$ cat config.mk
export PLATFORM = sky130hd
export DESIGN_NAME = traceback_walker_flat
export DESIGN_NICKNAME = d
export VERILOG_FILES = /design/src/rtl/traceback_walker_if.sv /design/src/rtl/traceback_walker.sv /design/src/flat_wrapper.sv
export SDC_FILE = /design/constraint.sdc
export NUM_CORES = 1
export LEC_CHECK = 0
export CORE_ASPECT_RATIO = 1.4
export CORE_MARGIN = 5
export CORE_UTILIZATION = 52
export CTS_BUF_LIST = sky130_fd_sc_hd__clkbuf_2
export DETAILED_ROUTE_END_ITERATION = 8
export PLACE_DENSITY_LB_ADDON = 0.08
export SLEW_MARGIN = 30
export SYNTH_ARGS = -nofsm -noshare
export SYNTH_HDL_FRONTEND = slang
export SYNTH_SLANG_ARGS = --single-unit
$ cat constraint.sdc
create_clock -name clk -period 3.65 [get_ports clk]
set_input_delay 0.365 -clock clk [delete_from_list [all_inputs] [get_ports clk]]
set_output_delay 0.365 -clock clk [all_outputs]
set_load 0.02 [all_outputs]
$ cat src/rtl/traceback_walker_if.sv
// traceback_walker_if: start/result, direction-read and path-op signals of the traceback walker
interface traceback_walker_if #(
  parameter int ROW_W   = 8,
  parameter int COL_W   = 8,
  parameter int SCORE_W = 10,
  parameter int PATH_W  = 10
);
  logic               start;
  logic               abort;
  logic [SCORE_W-1:0] max_score;
  logic [ROW_W-1:0]   max_row;
  logic [COL_W-1:0]   max_col;
  logic               rd_req;
  logic [ROW_W-1:0]   rd_row;
  logic [COL_W-1:0]   rd_col;
  logic               rd_valid;
  logic [1:0]         rd_dir;
  logic               op_valid;
  logic               op_ready;
  logic [1:0]         op_code;
  logic [ROW_W-1:0]   op_row;
  logic [COL_W-1:0]   op_col;
  logic               busy;
  logic               done;
  logic [PATH_W-1:0]  path_len;
  modport master (
    input  start, abort, max_score, max_row, max_col, rd_valid, rd_dir, op_ready,
    output rd_req, rd_row, rd_col, op_valid, op_code, op_row, op_col, busy, done, path_len
  );
  modport slave (
    output start, abort, max_score, max_row, max_col, rd_valid, rd_dir, op_ready,
    input  rd_req, rd_row, rd_col, op_valid, op_code, op_row, op_col, busy, done, path_len
  );
endinterface

$ cat src/rtl/traceback_walker.sv
// traceback_walker: walks the direction matrix back from the max cell, streaming one op per cell
module traceback_walker #(
  parameter int ROW_W   = 8,
  parameter int COL_W   = 8,
  parameter int SCORE_W = 10,
  parameter int PATH_W  = 10
) (
  input  logic               clk,
  input  logic               rst_n,
  traceback_walker_if.master bus
);
  typedef enum logic [2:0] {IDLE, READ, WAIT, EMIT, DONE} state_t;
  state_t           state, state_nx;
  logic [ROW_W-1:0] cur_row;
  logic [COL_W-1:0] cur_col;
  logic             zero_score, hs, mv_row, mv_col, edge_hit;
  assign zero_score = bus.max_score == SCORE_W'(0);
  assign hs         = state == EMIT && bus.op_ready;
  // op_code only holds DIAG/UP/LEFT here: UP never moves the column, LEFT never the row
  assign mv_row     = bus.op_code != 2'b11;
  assign mv_col     = bus.op_code != 2'b10;
  assign edge_hit   = (mv_row && cur_row == '0) || (mv_col && cur_col == '0);
  assign bus.rd_req   = state == READ;
  assign bus.rd_row   = cur_row;
  assign bus.rd_col   = cur_col;
  assign bus.op_valid = state == EMIT;
  assign bus.busy     = state != IDLE;
  assign bus.done     = state == DONE;
  always_comb begin
    state_nx = state;
    unique case (state)
      IDLE:    state_nx = bus.start ? (zero_score ? DONE : READ) : IDLE;
      READ:    state_nx = WAIT;
      WAIT:    state_nx = !bus.rd_valid ? WAIT : (bus.rd_dir == 2'b00 ? DONE : EMIT);
      EMIT:    state_nx = !bus.op_ready ? EMIT : (edge_hit ? DONE : READ);
      default: state_nx = IDLE;
    endcase
    if (bus.abort) state_nx = IDLE;
  end
  always_ff @(posedge clk or negedge rst_n) begin
    if (!rst_n) begin
      state        <= IDLE;
      cur_row      <= '0;
      cur_col      <= '0;
      bus.op_code  <= '0;
      bus.op_row   <= '0;
      bus.op_col   <= '0;
      bus.path_len <= '0;
    end else begin
      state <= state_nx;
      if (!bus.abort) begin
        if (state == IDLE && bus.start) begin
          bus.path_len <= '0;
          if (!zero_score) begin
            cur_row <= bus.max_row;
            cur_col <= bus.max_col;
          end
        end
        if (state == WAIT && bus.rd_valid && bus.rd_dir != 2'b00) begin
          bus.op_code <= bus.rd_dir;
          bus.op_row  <= cur_row;
          bus.op_col  <= cur_col;
        end
        if (hs) begin
          bus.path_len <= bus.path_len + PATH_W'(!(&bus.path_len));
          if (!edge_hit) begin
            cur_row <= cur_row - ROW_W'(mv_row);
            cur_col <= cur_col - COL_W'(mv_col);
          end
        end
      end
    end
  end
endmodule

$ cat src/flat_wrapper.sv
// flat-port wrapper written by rule: the top's interface ports become plain ports
module traceback_walker_flat 
#(
  parameter int ROW_W   = 8,
  parameter int COL_W   = 8,
  parameter int SCORE_W = 10,
  parameter int PATH_W  = 10
)
  (clk, rst_n, bus_start, bus_abort, bus_max_score, bus_max_row, bus_max_col, bus_rd_valid, bus_rd_dir, bus_op_ready, bus_rd_req, bus_rd_row, bus_rd_col, bus_op_valid, bus_op_code, bus_op_row, bus_op_col, bus_busy, bus_done, bus_path_len);
  traceback_walker_if #(.ROW_W(ROW_W), .COL_W(COL_W), .SCORE_W(SCORE_W), .PATH_W(PATH_W)) bus_i ();
  input  logic clk;
  input  logic rst_n;
  input wire logic [$bits(bus_i.start)-1:0] bus_start;
  input wire logic [$bits(bus_i.abort)-1:0] bus_abort;
  input wire logic [$bits(bus_i.max_score)-1:0] bus_max_score;
  input wire logic [$bits(bus_i.max_row)-1:0] bus_max_row;
  input wire logic [$bits(bus_i.max_col)-1:0] bus_max_col;
  input wire logic [$bits(bus_i.rd_valid)-1:0] bus_rd_valid;
  input wire logic [$bits(bus_i.rd_dir)-1:0] bus_rd_dir;
  input wire logic [$bits(bus_i.op_ready)-1:0] bus_op_ready;
  output wire logic [$bits(bus_i.rd_req)-1:0] bus_rd_req;
  output wire logic [$bits(bus_i.rd_row)-1:0] bus_rd_row;
  output wire logic [$bits(bus_i.rd_col)-1:0] bus_rd_col;
  output wire logic [$bits(bus_i.op_valid)-1:0] bus_op_valid;
  output wire logic [$bits(bus_i.op_code)-1:0] bus_op_code;
  output wire logic [$bits(bus_i.op_row)-1:0] bus_op_row;
  output wire logic [$bits(bus_i.op_col)-1:0] bus_op_col;
  output wire logic [$bits(bus_i.busy)-1:0] bus_busy;
  output wire logic [$bits(bus_i.done)-1:0] bus_done;
  output wire logic [$bits(bus_i.path_len)-1:0] bus_path_len;
  assign bus_i.start = bus_start;
  assign bus_i.abort = bus_abort;
  assign bus_i.max_score = bus_max_score;
  assign bus_i.max_row = bus_max_row;
  assign bus_i.max_col = bus_max_col;
  assign bus_i.rd_valid = bus_rd_valid;
  assign bus_i.rd_dir = bus_rd_dir;
  assign bus_i.op_ready = bus_op_ready;
  assign bus_rd_req = bus_i.rd_req;
  assign bus_rd_row = bus_i.rd_row;
  assign bus_rd_col = bus_i.rd_col;
  assign bus_op_valid = bus_i.op_valid;
  assign bus_op_code = bus_i.op_code;
  assign bus_op_row = bus_i.op_row;
  assign bus_op_col = bus_i.op_col;
  assign bus_busy = bus_i.busy;
  assign bus_done = bus_i.done;
  assign bus_path_len = bus_i.path_len;
  traceback_walker #(.ROW_W(ROW_W), .COL_W(COL_W), .SCORE_W(SCORE_W), .PATH_W(PATH_W)) u_core (.clk(clk), .rst_n(rst_n), .bus(bus_i));
endmodule
Word level (Yosys, flattened, before mapping)
Index checks and enable logic that the tools add are counted.

operators by class
  bitwise operators = 1
  shift operators = 0
  eq/ne operators = 6
  multipliers = 0
  divide/modulo/power cells = 0
  mux-type cells = 18
  reduce and logical (&&, ||, !) cells = 19
  order comparisons = 0
  add/subtract/negate cells = 3

operators by type and width
  operator            count
  $mux 8              8
  $mux 3              7
  $mux 10             2
  $logic_not 8->1     2
  $sub 8x1->8         2
  $pmux 3 s4          1
  $add 10x1->10       1
  $logic_not 10->1    1
  $reduce_and 10->1   1
  $eq 3x2->1 const B  2
  $logic_and 1x1->1   6
  $ne 2x2->1 const B  2
  $reduce_and 2->1    2
  $reduce_bool 2->1   2
  $eq 3x1->1 const B  1
  $eq 3x3->1 const B  1
  $logic_not 3->1     1
  $reduce_bool 3->1   1
  $logic_not 2->1     1
  $logic_not 1->1     1
  $logic_or 1x1->1    1
  $not 1->1           1

word-level totals
  memory bits (writable) = 0
  register bits after elaboration = 47
  latch bits = 0
  word-level logic and storage cells = 54
  memories kept = 0
  ROM bits = 0

Longest topological paths before layout
  depth after elaboration = 7
  depth in mapped cells = 9
  gate-level depth less buffers = 9

Worst setup path before layout
No wires, ideal clock.

  kind = register to register
  start point = reg u_core.bus.path_len[5]
  end point = reg u_core.bus.path_len[5]
  stages on the path, launching flop included = 10
  setup slack = 1.486 ns
  arrival = 2.043 ns
  data required time = 3.529 ns
  library setup time = 0.121 ns
  path through = dfrtp_1 > nand4_1 > or2_2 > or3_1 > ha_1 > and3_1 > o2111ai_1 > nor2_1 > xnor2_1 > nor2_1

between the ends
  cells in the longest elaborated chain, start to end = 4

ends and longest elaborated chain
  item                    RTL line                   text
  from (decl)             traceback_walker_if.sv:28  output rd_req, rd_row, rd_col, op_valid, op_code, op_row, op_col, busy, done, path_len
  from (signal assigned)  traceback_walker.sv:65     bus.path_len <= bus.path_len + PATH_W'(!(&bus.path_len));
  $reduce_and 10->1       traceback_walker.sv:65
  $logic_not 1->1         traceback_walker.sv:65
  $add 10x1->10 *         traceback_walker.sv:65
  $mux 10 *               traceback_walker.sv:64     if (hs) begin

Mark *: on every way between the ends. The rest lies on a longest branch, timed or not.
A chain may end at the register's enable or synchronous reset.

Final worst setup path
Same ends and word-level chain as after synthesis.

==> flow_results.org <==
** Yosys
- For this run, the number of Yosys warnings is 0.
- After synthesis the netlist holds a flip-flop and latch count of 47.
- Number of cells produced by synthesis :: 255
- Area of the mapped netlist :: 2630 um^2
- Dividing the synthesized area by the synthesized cell count gives 10.3 um^2.
- Counting distinct cell types in the post-synthesis netlist gives 54.
- The synthesized design contains 0 enable-type register cells.
- For this run, the leading register cell type out of synthesis is sky130_fd_sc_hd__dfrtp_1.
- Share of synthesized registers carrying an async set or reset :: 1.00
- Area fraction of the dominant cell type after synthesis :: 0.447
- Counting every net in the synthesized netlist gives 295.
- Sorting the synthesized cells by area gives the leading types as sky130_fd_sc_hd__dfrtp_1, sky130_fd_sc_hd__mux2_2, sky130_fd_sc_hd__nor3_1, sky130_fd_sc_hd__nor2_1, sky130_fd_sc_hd__ha_1.
- Seq/Total Area, Yosys :: 0.447
- Cell taking the most area after synthesis :: sky130_fd_sc_hd__dfrtp_1

** Die
- Pin placement for this block handled 82 I/O pins.
- Effective utilization at floorplan :: 0.539
- The floorplan step set the die width to 70.1 um.
- The floorplan step set the die height to 94.1 um.
- The die covers 6600 um^2.
- The floorplan step defined a core boundary enclosing 4880 um^2.
- After floorplanning, the core was divided into 30 placement rows.

** Routing
- Wirelength per Cell :: 16.4 um
- Via density :: 5.72
- Length of the first detailed-routing pass in iterations :: 4
- Once detail routing completed, the nets flagged for antenna violations numbered 0.
- Final wirelength :: 6.51 mm
- In this run, the number of DRC markers left after iteration 0 of detailed routing was 96.
- In the routed design, unresolved DRC markers number 0.
- Detailed routing inserted a total of 2269 vias.

** Clock tree
- Number of H-tree branching levels :: 2
- The number of setup buffers added after CTS is 0.
- TritonCTS clock tree :: yes
- Post-CTS repair changed the size of 0 cells.
- After clock tree synthesis, the flow added hold-fix buffers numbering 1.
- Cell at the root of the clock tree :: sky130_fd_sc_hd__clkbuf_2
- In this run the deepest clock path goes through 2 buffers.
- TritonCTS created 5 clock buffers.
- Clock-pin slew was measured on the worst setup and hold paths at 0.25 ns.
- Skew-Pair Late Insertion Delay :: 0.43 ns
- Sink count of the clock tree :: 47

** Timing
- Final Hold Fails :: 0
- Headroom to the max-slew limit came out at 0.557.
- Final number of max-transition violations :: 0
- Minimum period implied by the final worst setup slack :: 2.36 ns
- Post-route clock period utilization :: 0.646
- For this run, the top clock speed supported by timing is 424 MHz.
- Setup repair after global routing left no endpoint under its margin.
- Setup violations remaining at the end of the flow were counted as 0.
- After layout, the worst setup slack is 1.29 ns.
- Fin Setup TNS :: 0 ns
- Worst slew pin tran :: 0.663 ns
- Clock skew on the completed layout was measured at 0.0167 ns.

** Run status
- Status :: finished, final reports clean

** Global routing
- Pin count of the biggest net entering global routing :: 48
- For this run, the total global-route usage over all layers was measured as 0.207.
- After global routing the overflow that remains totals 0.
- Wire length of the first global-routing pass :: 11.2 mm
- The via count of the first global-routing pass was 2365.
- Antenna violations before repair :: 0

** Setup path
- STA puts the critical path data arrival time at 2.71 ns.
- STA classifies the critical path startpoint as a register.
- Worst endpoint required time :: 4.00 ns
- Ordered cell list for the critical path :: nand4_1 > or2_2 > or3_1 > ha_1 > and3_1 > o2111ai_1 > nor2_1 > xnor2_1 > nor2_1
- The worst setup path is of the register to register kind.
- Kind of capture point of the worst setup path :: register
- The slowest stage of the critical path is the sky130_fd_sc_hd__dfrtp_1 cell.
- Critical path buffer and inverter count :: 0
- In this run the worst path has a maximum fanout of 5.
- Category of cells accounting for the largest share of critical-path delay :: simple AND/OR/NAND/NOR gates
- Most frequent CP cell :: sky130_fd_sc_hd__nor2_1
- In this design, the stage delay of the slowest critical-path cell is 0.48 ns.

** Final layout
- Filler cells :: 382
- Once layout is complete, the cells apart from fillers number 397.
- The number of antenna diodes in the final layout is 0.
- The top cell types in the final layout, fill and taps aside, are sky130_fd_sc_hd__clkdlybuf4s50_1, sky130_fd_sc_hd__dfrtp_1, sky130_fd_sc_hd__nor2_1.
- Net count, final :: 372
- Utilization after layout :: 0.712
- Share of final-layout standard cells stronger than drive strength 1 :: 0.147
- Relative to the synthesized area, the layout overhead comes to 32.1%.
- Final instance area :: 3470 um^2
- The library cell used most frequently in the layout, excluding fill and tap cells, is sky130_fd_sc_hd__clkdlybuf4s50_1.

** Placed design
- During placement, the flow inserted port buffers numbering 81.
- In this run the cell area measured after placement is 3420 um^2.
- Total half-perimeter wirelength after legalization and detailed placement :: 4.87 mm
- Instance count after placement with tap cells included :: 388
- Final Wtd Congestion :: 0.857
- Prior to clock tree synthesis, the placed netlist has a worst setup slack of 1.02 ns.

** Power
- Dividing total power by cell area gives a power density of 530 nW/um^2.
- The worst-case IR drop observed on VDD is 0.384 mV.
- For this design the static power due to leakage is 0.00136 uW.

** Job
- Across the run, the number of max-cap violations was 0.

** Min path
- The tightest min-delay check is of the primary input to asynchronous set/reset pin type.
[layout make-up]
type | count | area, um^2 | area share
multi-input combinational | 188 | 1320 | 0.381
sequential | 47 | 1180 | 0.339
timing repair buffer | 82 | 818 | 0.236
tap | 64 | 80.1 | 0.0231
inverter | 8 | 30.0 | 0.00865
clock buffer | 5 | 25.0 | 0.00721
clock inverter | 3 | 20.0 | 0.00577
[cell usage after synthesis, types with 4 or more instances]
library cell,instances
sky130_fd_sc_hd__nor3_1,23
sky130_fd_sc_hd__nor2_1,24
sky130_fd_sc_hd__a21oi_1,11
sky130_fd_sc_hd__nand2_1,15
sky130_fd_sc_hd__ha_1,6
sky130_fd_sc_hd__nand3_1,7
sky130_fd_sc_hd__buf_2,5
sky130_fd_sc_hd__mux2_2,18
sky130_fd_sc_hd__o21ai_0,8
sky130_fd_sc_hd__buf_6,4
sky130_fd_sc_hd__o22ai_1,7
sky130_fd_sc_hd__nor3b_1,6
sky130_fd_sc_hd__inv_1,8
sky130_fd_sc_hd__dfrtp_1,47
sky130_fd_sc_hd__nor4_1,5
sky130_fd_sc_hd__or3_1,6
[through the flow]
| stage | power [uW] | hold slack (ns) |
|---|---|---|
| finish | 1840 | 0.429 |
| global route | 1950 | 0.483 |
| detailed placement | 1630 | 0.413 |
| floorplan | 1220 | 0.0694 |
| CTS | 1850 | 0.446 |
| global placement | 1610 | 0.489 |
[where the power goes]
part / internal [uW] / switching (uW)
clock network: 45.3 / 177
logic: 422 / 379
registers: 661 / 156
[path summary, 6_finish.rpt]
kind                                                      endpoint                          startpoint  slack (ns)  depth (start not counted)
worst max-delay path            u_core.bus.path_len[5]$_DFFE_PN0P_  u_core.bus.path_len[5]$_DFFE_PN0P_        1.29                          9
worst min register to register    u_core.bus.op_col[3]$_DFFE_PN0P_    u_core.bus.op_col[3]$_DFFE_PN0P_        0.54                          1
min in group clk                  u_core.bus.rd_row[5]$_DFFE_PN0N_                      bus_max_row[5]        0.48                          3
worst min-delay path                     u_core.state[1]$_DFF_PN0_                               rst_n        0.43                          2
worst max register to register  u_core.bus.path_len[5]$_DFFE_PN0P_  u_core.bus.path_len[5]$_DFFE_PN0P_        1.29                          9
max in group asynchronous         u_core.bus.op_col[1]$_DFFE_PN0P_                               rst_n        2.81                          2
[state kept, by name (all words and copies together), names as in the netlist]
register,flops
u_core.bus.rd_row,8
u_core.bus.op_code,2
u_core.state,3
u_core.bus.op_col,8
u_core.bus.op_row,8
u_core.bus.path_len,10
u_core.bus.rd_col,8
[metal layers]
metal | global-route usage | up-vias | part of all wire
met5 | 0 | - | 0
met4 | 0.0655 | 0 | 0.013
met3 | 0.0418 | 7 | 0.055
met2 | 0.370 | 70 | 0.53
met1 | 0.248 | 1095 | 0.40
li1 | - | 1097 | -
[logic make-up after synthesis]
group	after synthesis	share of synthesized area
XOR/XNOR	4	0.0133
flip-flops	47	0.447
multiplexers	18	0.0771
adder cells (fa/ha/maj)	6	0.0286
buffers and inverters	20	0.0495
AO/OA/AOI/OAI	51	0.148
AND/OR/NAND/NOR	109	0.237
No activity file was read; power rests on OpenSTA's default activity.
